### config.mk
export PLATFORM = sky130hd
export DESIGN_NAME = reg_wr_arbiter
export DESIGN_NICKNAME = d
export VERILOG_FILES = /design/src/rtl/reg_wr_arb_pkg.sv /design/src/rtl/reg_wr_arbiter_rr_pick.sv /design/src/rtl/reg_wr_arbiter.sv
export SDC_FILE = /design/constraint.sdc
export NUM_CORES = 1
export LEC_CHECK = 0
export BUFFER_PORTS_ARGS = -buffer_cell sky130_fd_sc_hd__buf_4
export CORE_MARGIN = 4
export CORE_UTILIZATION = 47
export DETAILED_ROUTE_END_ITERATION = 7
export PLACE_DENSITY = 0.95
export SLEW_MARGIN = 20
export SYNTH_ARGS = -nofsm -noshare
export SYNTH_HDL_FRONTEND = slang
export SYNTH_SLANG_ARGS = --single-unit
### constraint.sdc
create_clock -name clk -period 3.05 [get_ports clk]
set_input_delay 0.305 -clock clk [delete_from_list [all_inputs] [get_ports clk]]
set_output_delay 0.305 -clock clk [all_outputs]
set_load 0.02 [all_outputs]
### src/rtl/reg_wr_arb_pkg.sv
// reg_wr_arb_pkg: state encoding and width helpers shared by the register-write arbiter
package reg_wr_arb_pkg;

    typedef enum logic [1:0] {
        IDLE = 2'd0,
        BUSY = 2'd1,
        RESP = 2'd2
    } state_t;

    function automatic int idx_w(input int n_req);
        return (n_req > 2) ? $clog2(n_req) : 1;
    endfunction

    function automatic int tmo_w(input int timeout);
        return (timeout > 2) ? $clog2(timeout) : 1;
    endfunction

endpackage

### src/rtl/reg_wr_arbiter_rr_pick.sv
// rr_pick: combinational round-robin selector, first set request searching from ptr+1
module rr_pick
    import reg_wr_arb_pkg::*;
#(
    parameter int N_REQ = 2,
    parameter int IW    = idx_w(N_REQ)
) (
    input  logic [N_REQ-1:0] req,
    input  logic [IW-1:0]    ptr,
    output logic             valid,
    output logic [IW-1:0]    idx
);

    // scan from farthest to nearest after ptr so the nearest set bit is the final assignment
    always_comb begin
        valid = 1'b0;
        idx   = '0;
        for (int k = N_REQ; k >= 1; k--) begin
            if (req[(int'(ptr) + k) % N_REQ]) begin
                valid = 1'b1;
                idx   = IW'((int'(ptr) + k) % N_REQ);
            end
        end
    end

endmodule

### src/rtl/reg_wr_arbiter.sv
// reg_wr_arbiter: round-robin sharing of one register-write port; REG_WR_ARB_TIMEOUT_EN adds stall abort
module reg_wr_arbiter
    import reg_wr_arb_pkg::*;
#(
    parameter int N_REQ      = 2,
    parameter int DATA_WIDTH = 32,
    parameter int ADDR_WIDTH = 40,
    parameter int STRB_WIDTH = 4,
    parameter int TIMEOUT    = 16
) (
    input  logic                        clk,
    input  logic                        rstn,
    input  logic [N_REQ-1:0]            req_wr_en,
    input  logic [N_REQ*ADDR_WIDTH-1:0] req_wr_addr,
    input  logic [N_REQ*DATA_WIDTH-1:0] req_wr_data,
    input  logic [N_REQ*STRB_WIDTH-1:0] req_wr_strb,
    output logic [N_REQ-1:0]            req_wr_wait,
    output logic [N_REQ-1:0]            req_wr_ack,
    output logic [N_REQ-1:0]            req_wr_err,
    output logic [ADDR_WIDTH-1:0]       m_reg_wr_addr,
    output logic [DATA_WIDTH-1:0]       m_reg_wr_data,
    output logic [STRB_WIDTH-1:0]       m_reg_wr_strb,
    output logic                        m_reg_wr_en,
    input  logic                        m_reg_wr_wait,
    input  logic                        m_reg_wr_ack
);

    localparam int IW = idx_w(N_REQ);

    state_t        state;
    logic [IW-1:0] ptr;
    logic [IW-1:0] g;
    logic [IW-1:0] pick_idx;
    logic          pick_vld;
    logic          tmo;

    rr_pick #(.N_REQ(N_REQ), .IW(IW)) u_pick (
        .req   (req_wr_en),
        .ptr   (ptr),
        .valid (pick_vld),
        .idx   (pick_idx)
    );

`ifdef REG_WR_ARB_TIMEOUT_EN
    localparam int TW = tmo_w(TIMEOUT);

    logic [TW-1:0] cnt;

    // reload while idle, count down only on BUSY cycles the downstream is not stalling
    always_ff @(posedge clk) begin
        if (!rstn)
            cnt <= '0;
        else if (state == IDLE)
            cnt <= TW'(TIMEOUT - 1);
        else if (state == BUSY && cnt != '0 && !m_reg_wr_wait)
            cnt <= cnt - 1'b1;
    end

    assign tmo = (cnt == '0);
`else
    logic unused_tmo;

    assign tmo        = 1'b0;
    assign unused_tmo = m_reg_wr_wait ^ (TIMEOUT > 1);
`endif

    // grant, hold the sampled write on the port, then pulse ack/err for one cycle
    always_ff @(posedge clk) begin
        if (!rstn) begin
            state         <= IDLE;
            ptr           <= IW'(N_REQ - 1);
            g             <= '0;
            m_reg_wr_addr <= '0;
            m_reg_wr_data <= '0;
            m_reg_wr_strb <= '0;
            m_reg_wr_en   <= 1'b0;
            req_wr_ack    <= '0;
            req_wr_err    <= '0;
        end else begin
            req_wr_ack <= '0;
            req_wr_err <= '0;
            case (state)
                IDLE: if (pick_vld) begin
                    g             <= pick_idx;
                    m_reg_wr_addr <= req_wr_addr[int'(pick_idx)*ADDR_WIDTH +: ADDR_WIDTH];
                    m_reg_wr_data <= req_wr_data[int'(pick_idx)*DATA_WIDTH +: DATA_WIDTH];
                    m_reg_wr_strb <= req_wr_strb[int'(pick_idx)*STRB_WIDTH +: STRB_WIDTH];
                    m_reg_wr_en   <= 1'b1;
                    state         <= BUSY;
                end
                BUSY: if (m_reg_wr_ack || tmo) begin
                    m_reg_wr_en   <= 1'b0;
                    req_wr_ack[g] <= 1'b1;
                    req_wr_err[g] <= !m_reg_wr_ack;
                    state         <= RESP;
                end
                RESP: begin
                    ptr   <= g;
                    state <= IDLE;
                end
                default: state <= IDLE;
            endcase
        end
    end

    // a request stays pending until the cycle its ack is presented
    always_comb begin
        for (int i = 0; i < N_REQ; i++)
            req_wr_wait[i] = req_wr_en[i] && !(state == RESP && g == IW'(i));
    end

endmodule
==> results_dict.tcl <==
set metrics [dict create \
    dp_hpwl_mm 9.40 \
    finalSetupTns_ns 0 \
    layout_common_cells "buf_4, nand2_1, dfxtp_1, a21oi_1, a311oi_1" \
    clock-sinks 85 \
    rows 33 \
    grt_pass1_wl_mm 21.1 \
    hold_violations 0 \
    fin_nets 831 \
    crit_start "ptr" \
    cp_cell_sequence "a21bo_2, buf_4, nand2_1, a311oi_1" \
    netlist_instances 464 \
    fillerInstances 616 \
    h-tree-depth 3 \
    clock-root-buffer "clkbuf_8" \
    reg2reg_to "m_reg_wr_addr[23]" \
    critPathCaptureType "flip-flop" \
    layout_commonest_cell "buf_4" \
    ios 241 \
    p_leak_nw 2.66 \
    min_path_type "input port to flip-flop" \
    min_period_over_period_pct 63.2 \
    rr_worst_depth 4 \
    fin_util_pct 72.1 \
    clk_pin_slew_ns 0.08 \
    final_layout_size_suffix_gt1_share_pct 44.1 \
    slew_headroom_pct 31.7 \
    wl_mm 13.4 \
    gp_congestion 0.884 \
    die_y_um 99.2 \
    status "finished, final reports clean" \
    ys_types 26 \
    crit_type "flip-flop to flip-flop" \
    ys_seq_area_share_pct 43.5 \
    grt_pass1_vias 4496 \
    cts_setup_buffers 0 \
    rsz0062_at_grt "no" \
    vdd_drop_max_mv 0.262 \
    cap_violations 0 \
    core-area_mm2 0.00818 \
    initial_utilization_pct 47.9 \
    cts_tree "yes" \
    groute.usage.overall_pct 25.9 \
    cts.hold.buffers_added 0 \
    num_vias 4400 \
    drc 0 \
    r2r_start "ptr" \
    pwr_density_cell_mw_per_mm2 538 \
    wl_per_cell_um 17.1 \
    first_iter_violations 236 \
    max_freq_mhz 519 \
    syn_avg_cell_area_um2 8.43 \
    cts_resized 0 \
    final_antenna_net_count 0 \
    die_width_um 99.2 \
    diodes 0 \
    clk_latency_ns 0.34 \
    cts_buffer_depth 2 \
    setup_violations 0 \
    r2r_slack_ns 1.12 \
    regArea_mm2 0.00170 \
    hold_depth 2 \
    synth_seq_cells 85 \
    min_period_ns 1.93 \
    grt_max_degree 79 \
    cp.arrival_ns 2.16 \
    cts_buffers 9 \
    critPathMaxFanout 35 \
    port_buffers 239 \
    cpMaxStageDelayCell "a21bo_2" \
    min_from "rstn" \
    synthesis.area_mm2 0.00391 \
    drt_pass1_iterations 5 \
    maxSlewViolCount 0 \
    multi_input_area_mm2 0.00197 \
    area_growth_pct 50.8 \
    holdPathEnd "ptr" \
    worstSetupStartpointType "flip-flop" \
    antenna_found_initial 0 \
    worstMarginPinSlew_ns 1.02 \
    required_ns 3.28 \
    dieArea_mm2 0.00985 \
    fin_skew_ns 0.0127 \
    max_stage_delay_ns 0.62 \
    grt_overflow 0 \
    via_per_inst 5.62 \
    yosysWarnings 0 \
]
==> per-stage QoR <==
step | instance area [um2] | instances | setup slack (ns) | hold WS, ns | power (mW)
2_1_floorplan | 3920 | 465 | 1.59 | 0.377 | 1.86
3_3_place_gp | 5660 | 767 | 1.14 | 0.491 | 2.25
3_5_place_dp | 5660 | 767 | 1.05 | 0.488 | 2.28
4_1_cts | 5900 | 783 | 1.11 | 0.188 | 3.19
5_1_grt | 5900 | 783 | 1.00 | 0.192 | 3.31
6_report | 5900 | 783 | 1.12 | 0.200 | 3.17
==> cell usage after synthesis <==
| master | number | area [um2] |
|---|---|---|
| a21bo_2 | 1 | 10.0 |
| a21boi_0 | 1 | 7.51 |
| a21boi_2 | 1 | 11.3 |
| a21oi_1 | 76 | 380 |
| a22oi_1 | 1 | 7.51 |
| a311oi_1 | 47 | 412 |
| a311oi_2 | 29 | 435 |
| and2_1 | 2 | 12.5 |
| and2_4 | 1 | 8.76 |
| buf_2 | 11 | 55.1 |
| buf_4 | 4 | 30.0 |
| buf_6 | 5 | 56.3 |
| clkbuf_1 | 31 | 116 |
| conb_1 | 1 | 3.75 |
| dfxtp_1 | 85 | 1700 |
| inv_2 | 1 | 3.75 |
| nand2_1 | 153 | 574 |
| nand2b_1 | 1 | 6.26 |
| nand3_1 | 1 | 5.00 |
| nand3b_1 | 2 | 15.0 |
| nor2_1 | 2 | 7.51 |
| nor2_2 | 1 | 6.26 |
| nor3_1 | 2 | 10.0 |
| nor3b_1 | 1 | 7.51 |
| o21a_1 | 3 | 22.5 |
| or2_1 | 1 | 6.26 |
==> layer usage <==
| metal | up-vias | global-route usage (%) | share of wire (%) |
|---|---|---|---|
| li1 | 2089 | - | - |
| met1 | 2035 | 30.1 | 37 |
| met2 | 234 | 45.9 | 52 |
| met3 | 42 | 5.33 | 7.9 |
| met4 | 0 | 11.3 | 3.8 |
| met5 | - | 0 | 0 |
==> cell families (layout without fill, tap and decap cells) <==
group                  count (synthesis)  after routing  share of synthesized area (%)
AND/OR/NAND/NOR                      167            167                           16.9
AO/OA/AOI/OAI                        159            159                           32.9
flip-flops                            85             85                           43.5
buffers and inverters                 52            265                           6.68
other                                  1              2                         0.0958
==> power by group <==
| group | switching [mW] | internal, mW |
|---|---|---|
| combinational | 0.518 | 0.430 |
| sequential | 0.0731 | 1.23 |
| clock | 0.411 | 0.507 |
| total | 1.00 | 2.17 |
==> critical path, delay by kind of cell, from the launching register on <==
kind / cells / cell delay (ns)
DFF: 1 / 0.40
buffers and inverters: 1 / 0.42
and+or+nand+nor: 1 / 0.09
AOI/OAI and AO/OA: 2 / 0.91
==> registers in the layout, summed over array words and instances, names as in the netlist <==
register and count:
m_reg_wr_addr 40, m_reg_wr_data 32, m_reg_wr_strb 4, req_wr_ack 2, req_wr_err 2, state 2, g 1, m_reg_wr_en 1
ptr 1
==> area by class of cell <==
type                            count  area share, %
Inverter                            1         0.0636
Timing Repair Buffer              248           31.6
Clock buffer                       11           2.57
Tap cell                          105           2.23
Multi-Input combinational cell    328           33.3
Clock inverter                      5           1.40
Sequential cell                    85           28.9
==> worst max-delay path by stage <==
stage,end,slack [ns],cells past startpoint
after floorplan,state[0],1.59,7
after global placement,m_reg_wr_data[0],1.14,5
after detailed placement,m_reg_wr_addr[23],1.05,5
after CTS,m_reg_wr_addr[23],1.11,4
after global routing,m_reg_wr_addr[20],1.00,4
final,m_reg_wr_addr[23],1.12,4
Note: power is estimated with default switching activity, not from simulation.
